### src/rtl/pcie_tx_arbiter.sv
// Packet-atomic TLP arbiter: NUM_CH AXI-Stream sources onto one PCIe TX port.
// Define PCIE_TX_ARBITER_STATS_EN to add the tlp_cnt / cancel_cnt statistics ports.
module pcie_tx_arbiter #(
    parameter int NUM_CH       = 4,
    parameter int C_DATA_WIDTH = 64,
    parameter int KEEP_WIDTH   = C_DATA_WIDTH / 8,
    parameter int ARB_MODE     = 1,
    parameter int CH_W         = $clog2(NUM_CH)
) (
    input  logic                           pcie_clk,
    input  logic                           sys_rst_n,
    input  logic [NUM_CH-1:0]              ch_req,
    output logic [NUM_CH-1:0]              ch_ack,
    input  logic [NUM_CH-1:0]              ch_tvalid,
    output logic [NUM_CH-1:0]              ch_tready,
    input  logic [NUM_CH-1:0]              ch_tlast,
    input  logic [NUM_CH*KEEP_WIDTH-1:0]   ch_tkeep,
    input  logic [NUM_CH*C_DATA_WIDTH-1:0] ch_tdata,
    input  logic [NUM_CH*4-1:0]            ch_tuser,
    input  logic                           tx_tready,
    output logic                           tx_tvalid,
    output logic                           tx_tlast,
    output logic [KEEP_WIDTH-1:0]          tx_tkeep,
    output logic [C_DATA_WIDTH-1:0]        tx_tdata,
    output logic [3:0]                     tx_tuser,
    output logic [CH_W-1:0]                grant_idx,
    output logic                           busy
`ifdef PCIE_TX_ARBITER_STATS_EN
    ,
    output logic [NUM_CH*32-1:0]           tlp_cnt,
    output logic [15:0]                    cancel_cnt
`endif
);

    typedef enum logic {ST_IDLE, ST_GRANT} state_e;

    state_e          state_q, state_d;
    logic [CH_W-1:0] grant_q, grant_d;
    logic [CH_W-1:0] ptr_q, ptr_d;
    logic            started_q, started_d;

    logic [CH_W-1:0] winner, win_hi, win_lo;
    logic            hit_hi, hit_lo;
    logic            sel_req, accept, done, cancel;

    // Round-robin: first requester above the pointer wins, otherwise wrap to the lowest.
    // Fixed priority funnels every requester into the "above" set so the lowest index wins.
    always_comb begin
        win_hi = '0;
        win_lo = '0;
        hit_hi = 1'b0;
        hit_lo = 1'b0;
        for (int unsigned i = 0; i < NUM_CH; i++) begin
            if (ch_req[i]) begin
                if (ARB_MODE == 0 || CH_W'(i) > ptr_q) begin
                    if (!hit_hi) begin
                        win_hi = CH_W'(i);
                        hit_hi = 1'b1;
                    end
                end else if (!hit_lo) begin
                    win_lo = CH_W'(i);
                    hit_lo = 1'b1;
                end
            end
        end
        winner = hit_hi ? win_hi : win_lo;
    end

    always_comb begin
        state_d   = state_q;
        grant_d   = grant_q;
        ptr_d     = ptr_q;
        started_d = started_q;
        tx_tvalid = 1'b0;
        tx_tlast  = 1'b0;
        tx_tkeep  = '0;
        tx_tdata  = '0;
        tx_tuser  = '0;
        ch_tready = '0;
        sel_req   = 1'b0;
        accept    = 1'b0;
        done      = 1'b0;
        cancel    = 1'b0;
        case (state_q)
            ST_IDLE: begin
                if (|ch_req) begin
                    state_d   = ST_GRANT;
                    grant_d   = winner;
                    started_d = 1'b0;
                    if (ARB_MODE != 0) ptr_d = winner;
                end
            end
            ST_GRANT: begin
                for (int unsigned i = 0; i < NUM_CH; i++) begin
                    if (grant_q == CH_W'(i)) begin
                        tx_tvalid    = ch_tvalid[i];
                        tx_tlast     = ch_tlast[i];
                        tx_tkeep     = ch_tkeep[i*KEEP_WIDTH +: KEEP_WIDTH];
                        tx_tdata     = ch_tdata[i*C_DATA_WIDTH +: C_DATA_WIDTH];
                        tx_tuser     = ch_tuser[i*4 +: 4];
                        sel_req      = ch_req[i];
                        ch_tready[i] = tx_tready;
                    end
                end
                accept = tx_tvalid & tx_tready;
                if (accept && tx_tlast) begin
                    done      = 1'b1;
                    state_d   = ST_IDLE;
                    started_d = 1'b0;
                end else if (!sel_req && !started_q && !tx_tvalid) begin
                    // Source withdrew before sending anything: release the grant.
                    cancel  = 1'b1;
                    state_d = ST_IDLE;
                end else if (accept) begin
                    started_d = 1'b1;
                end
            end
            default: state_d = ST_IDLE;
        endcase
    end

    always_ff @(posedge pcie_clk or negedge sys_rst_n) begin
        if (!sys_rst_n) begin
            state_q   <= ST_IDLE;
            grant_q   <= '0;
            ptr_q     <= CH_W'(NUM_CH - 1);
            started_q <= 1'b0;
        end else begin
            state_q   <= state_d;
            grant_q   <= grant_d;
            ptr_q     <= ptr_d;
            started_q <= started_d;
        end
    end

    always_comb begin
        busy      = (state_q == ST_GRANT);
        grant_idx = grant_q;
        ch_ack    = '0;
        for (int unsigned i = 0; i < NUM_CH; i++) begin
            ch_ack[i] = busy && (grant_q == CH_W'(i));
        end
    end

`ifdef PCIE_TX_ARBITER_STATS_EN
    logic [NUM_CH*32-1:0] tlp_cnt_q;
    logic [15:0]          cancel_cnt_q;

    always_ff @(posedge pcie_clk or negedge sys_rst_n) begin
        if (!sys_rst_n) begin
            tlp_cnt_q    <= '0;
            cancel_cnt_q <= '0;
        end else begin
            for (int unsigned i = 0; i < NUM_CH; i++) begin
                if (done && grant_q == CH_W'(i)) begin
                    tlp_cnt_q[i*32 +: 32] <= tlp_cnt_q[i*32 +: 32] + 32'd1;
                end
            end
            if (cancel && cancel_cnt_q != '1) begin
                cancel_cnt_q <= cancel_cnt_q + 16'd1;
            end
        end
    end

    assign tlp_cnt    = tlp_cnt_q;
    assign cancel_cnt = cancel_cnt_q;
`endif

endmodule

### config.mk
export PLATFORM = sky130hd
export DESIGN_NAME = pcie_tx_arbiter
export DESIGN_NICKNAME = d
export VERILOG_FILES = /design/src/rtl/pcie_tx_arbiter.sv
export SDC_FILE = /design/constraint.sdc
export NUM_CORES = 1
export LEC_CHECK = 0
export ABC_AREA = 1
export CAP_MARGIN = 20
export CORE_AREA = 8 8 153 155
export DETAILED_ROUTE_END_ITERATION = 10
export DIE_AREA = 0 0 161 163
export GPL_ROUTABILITY_DRIVEN = 0
export MAX_ROUTING_LAYER = met4
export SYNTH_ARGS = -nofsm -noshare
export SYNTH_HDL_FRONTEND = slang
export SYNTH_SLANG_ARGS = --single-unit
### constraint.sdc
create_clock -name pcie_clk -period 1.6 [get_ports pcie_clk]
set_input_delay 0.32 -clock pcie_clk [delete_from_list [all_inputs] [get_ports pcie_clk]]
set_output_delay 0.32 -clock pcie_clk [all_outputs]
set_load 0.005 [all_outputs]
-- Yosys cells after proc, flatten, opt, wreduce, memory -nomap -nowiden
Index checks and enable logic that the tools add are counted.
- input port bits: 319
- register bits: 6
- output and inout port bits: 89
- word-level logic and storage cells: 109
- bitwise gates (word level): 2
- reduce and logical (&&, ||, !) cells: 14
- eq/ne operators: 6
- mux-type cells: 79
- order comparisons: 4
- operators with widths (cell ; count):
    64-bit 2-to-1 mux ; 5
    1-bit 2-to-1 mux ; 48
    8-bit 2-to-1 mux ; 5
    2-bit 2-to-1 mux ; 13
    4-bit 2-to-1 mux ; 6
    1-bit logical AND ; 7
    2-bit == test, second input constant ; 2
    1-bit by 2-bit > comparator with 1-bit output, first input constant ; 2
    2-bit > comparator, first input constant ; 2
    1-bit case mux with 2 select lines ; 2
    4-bit OR reduction ; 1
    1-bit logical NOT ; 3
    3-bit by 1-bit != test with 1-bit output, second input constant ; 1
    3-bit != test, second input constant ; 1
    3-bit AND reduction ; 1
    2-bit by 1-bit == test with 1-bit output, second input constant ; 1
    2-bit logical NOT ; 1
    2-bit != test, second input constant ; 1
    2-bit AND reduction ; 1
    1-bit AND ; 1
    1-bit NOT ; 1

-- Longest topological paths before layout
- word-level depth: 13
- depth in mapped cells: 10

-- Worst setup path after synthesis
OpenSTA, ideal clock, no wires.
- kind: register to output
- start point: register grant_q[0], in the netlist grant_idx[0]
- end point: output tx_tdata[45]
- arrival time: 1.248 ns
- data required time: 1.280 ns
- path buffers: 3
- stages on the path, launching flop included: 7
- slack: 0.032 ns
- cells stage by stage: dfrtp_1 > buf_4 > a21oi_1 > buf_2 > buf_4 > o21ai_0 > o21ai_1
- cells in the longest elaborated chain, start to end: 6
- elaborated cells between the ends (all ways): 9
- RTL lines (item ; line ; source):
    from (decl) ; 38 ; logic [CH_W-1:0] grant_q, grant_d;
    from (signal assigned) ; 130 ; grant_q <= grant_d;
    2-bit logical NOT ; 95 ; if (grant_q == CH_W'(i)) begin
    64-bit 2-to-1 mux (3 in series) ; 95 ;
    64-bit 2-to-1 mux * ; 95 ;
    64-bit 2-to-1 mux * ; 84 ; case (state_q)
    to (decl) ; 24 ; output logic [C_DATA_WIDTH-1:0] tx_tdata,
Mark *: on every way between the ends. The rest lies on a longest branch, timed or not.

-- Final worst setup path
- start point: register grant_q[0], in the netlist grant_idx[0]
- end point: output tx_tdata[57]
Same word-level chain as after synthesis.

==> flow_metrics.py <==
metrics = {
    "final_layout": {
        "n_antenna_cell": 0,
        "synthToLayoutAreaGrowth_pct": 232,
        "fillers": 2111,
        "layout-drive-gt1-share": 0.345,
        "post-route-util": 0.418,
        "mostFrequentLayoutCell": "clkdlybuf4s50_1",
        "final_cell_mix": "clkdlybuf4s50_1, nand2_1, buf_2",
        "nNetsFinal": 1312,
    },
    "detailed_routing": {
        "routed_wl_mm": 25.8,
        "vias": 5725,
        "ant_nets": 0,
        "drt_first_iter_violations": 372,
        "drc_errors": 0,
        "post_drt_wl_per_cell_um": 20.4,
        "first_pass_iters": 5,
        "vias_per_cell": 4.52,
    },
    "global_routing": {
        "grt_pass1_wl_mm": 33.0,
        "grt_overflow_total": 0,
        "grt_usage": 0.163,
        "grt_antenna_before_repair": 0,
        "grt_pass1_vias": 5589,
        "grt_max_degree": 41,
    },
    "cts": {
        "clkTransAtPathRegs_ns": 0.04,
        "insertion_delay_ns": 0.23,
        "cts_buffer_depth": 2,
        "cts_buffers": 3,
        "cts_tree": "done",
        "hold_buffers": 0,
        "clockRootBuffer": "clkbuf_16",
        "ctsHtreeMaxLevel": 1,
        "cts_num_sinks": 6,
    },
    "floorplanning": {
        "fp.dieH_um": 163,
        "fp.coreArea_um2": 20800,
        "io_pins": 408,
        "die_w_um": 161,
        "rows": 53,
        "initial_core_util": 0.126,
        "die_area_um2": 26200,
    },
    "power_and_ir_drop": {
        "p_per_area_nw_per_um2": 1640,
        "design_power_total_w": 0.0143,
        "p_leak_nw": 3.96,
        "peakVddDrop_mv": 1.01,
    },
    "worst_setup_path": {
        "cp.required_ns": 1.28,
        "slowest_stage": "dfrtp_2",
        "path_cells": "clkinv_4 -> nor2_4 -> buf_12 -> buf_6 -> buf_8 -> nand2_1 -> nand3_1 -> o211ai_1 -> inv_1 -> buf_2",
        "path_delay_family": "buffers and inverters",
        "slowest_delay_ns": 0.47,
        "end_kind": "primary output",
        "path_class": "register to primary output",
        "crit_buf_inv": 6,
        "cp-startpoint": "grant_idx[0]$_DFFE_PN0P_",
        "crit_arrival_ns": 1.83,
        "reg2reg_from": "grant_idx[1]$_DFFE_PN0P_",
        "startpoint_type": "register",
        "cp_max_fo": 7,
    },
    "sta": {
        "tns_ns": -34.29,
        "final.setup.worst_slack_ns": -0.551,
        "finalHoldWorstSlack_ns": 0.349,
        "max_freq_ghz": 0.465,
        "worst_pin_slew_ns": 0.322,
        "finalHoldViolCount": 0,
        "maxSlewViolCount": 0,
        "finalCriticalPeriod_ns": 2.15,
        "finalCritPeriodShare": 1.34,
        "rsz0062_at_grt": "yes",
        "slew_headroom": 0.785,
        "finalSetupViolCount": 88,
        "fin_skew_ns": 0.00204,
    },
    "run_status": {
        "outcome": "complete, but fails checks",
        "violations": "setup timing",
    },
    "logic_synthesis": {
        "synth_top_area_share": 0.199,
        "synth_cells": 516,
        "syn-mean-instance-area_um2": 5.08,
        "yosysSeqAreaShare": 0.0583,
        "syn-num-nets": 835,
        "yosys_warnings": 0,
        "ys_ff_latch": 6,
        "yosysTopAreaCell": "nand2_1",
        "synthTopCellsByArea": "nand2_1, o21ai_0, o211ai_1",
        "synthesis.area_um2": 2620,
        "ys_types": 26,
    },
    "flow_run": {
        "drv_cap": 0,
    },
    "placement": {
        "port_buffers": 407,
        "pre_cts_ws_ns": -0.572,
        "dpl.hpwl_mm": 17.7,
    },
    "hold_path": {
        "hp-class": "input port to async pin",
    },
}
[synthesized netlist by cell type]
| cell | instances |
|---|---|
| nand2_1 | 139 |
| o21bai_1 | 1 |
| o22ai_1 | 39 |
| or2_1 | 1 |
| o21ai_1 | 51 |
| buf_1 | 1 |
| a21oi_1 | 2 |
| a31oi_1 | 1 |
| o21ai_0 | 68 |
| dfrtp_1 | 4 |
| buf_4 | 7 |
| nand2_2 | 1 |
| nor2_2 | 2 |
| dfstp_2 | 2 |
| nor2_1 | 12 |
| o211ai_1 | 38 |
| nand4_1 | 2 |
| inv_1 | 48 |
| buf_6 | 1 |
| buf_2 | 20 |
| clkbuf_1 | 19 |
| inv_2 | 3 |
| nand2_4 | 1 |
| nor3_1 | 6 |
| nor2_4 | 1 |
| nand3_1 | 46 |
[per-layer routing]
metal	vias to the layer above	GRT usage	share of wire
li1	2752	-	-
met3	46	0.0359	0.064
met4	0	0.0446	0.029
met2	286	0.282	0.49
met1	2641	0.187	0.42
met5	-	-	0
[power by group]
group / leakage (nW) / switching (W) / internal [W] / total (W)
Clock: 0.0382 / 0.0000913 / 0.000331 / 0.000422
Combinational: 3.85 / 0.00651 / 0.00700 / 0.0135
Sequential: 0.0662 / 0.000122 / 0.000254 / 0.000377
[cell families (layout without fill, tap and decap cells)]
logic type,after synthesis,in the layout,synth area share
buffers and inverters,99,575,0.164
DFF,6,6,0.0583
AOI/OAI and AO/OA,200,200,0.439
and+or+nand+nor,211,211,0.339
[through the flow]
stage          instance area, µm²  instances
3_5_place_dp                 7240       1186
5_1_grt                      8710       1267
6_report                     8710       1267
4_1_cts                      7580       1206
2_1_floorplan                2620        516
3_3_place_gp                 7240       1186
[worst paths after layout]
| kind | end | slack [ns] | cells past startpoint |
|---|---|---|---|
| worst max-delay path | tx_tdata[57] | -0.55 | 10 |
| worst min-delay path | busy$_DFF_PN0_ | 0.35 | 1 |
| worst max register to register | started_q$_DFFE_PN0P_ | -0.10 | 11 |
| worst min register to register | started_q$_DFFE_PN0P_ | 0.49 | 2 |
| max in group asynchronous | ptr_q[1]$_DFFE_PN1P_ | 0.97 | 1 |
| min in group pcie_clk | started_q$_DFFE_PN0P_ | 0.49 | 2 |
[flip-flops by register name (all words and copies together) (netlist names)]
name	count
grant_idx	2
ptr_q	2
busy	1
started_q	1
[timing repair]
item / CTS / global route
cloned: 3 / 19
endpoints found under the setup margin: 91 / 90
buffers inserted: 13 / 47
pin swaps: 4 / 25
gates resized for setup: 114 / 417
[area by class of cell]
cell class / count / area, µm² / share of cell area
Timing Repair Buffer: 520 / 5230 / 0.600
Multi-Input combinational cell: 411 / 2700 / 0.310
Tap cell: 275 / 344 / 0.0395
Inverter: 51 / 209 / 0.0240
Sequential cell: 6 / 155 / 0.0178
Clock buffer: 4 / 78.8 / 0.00905
Note: power is estimated with default switching activity, not from simulation.
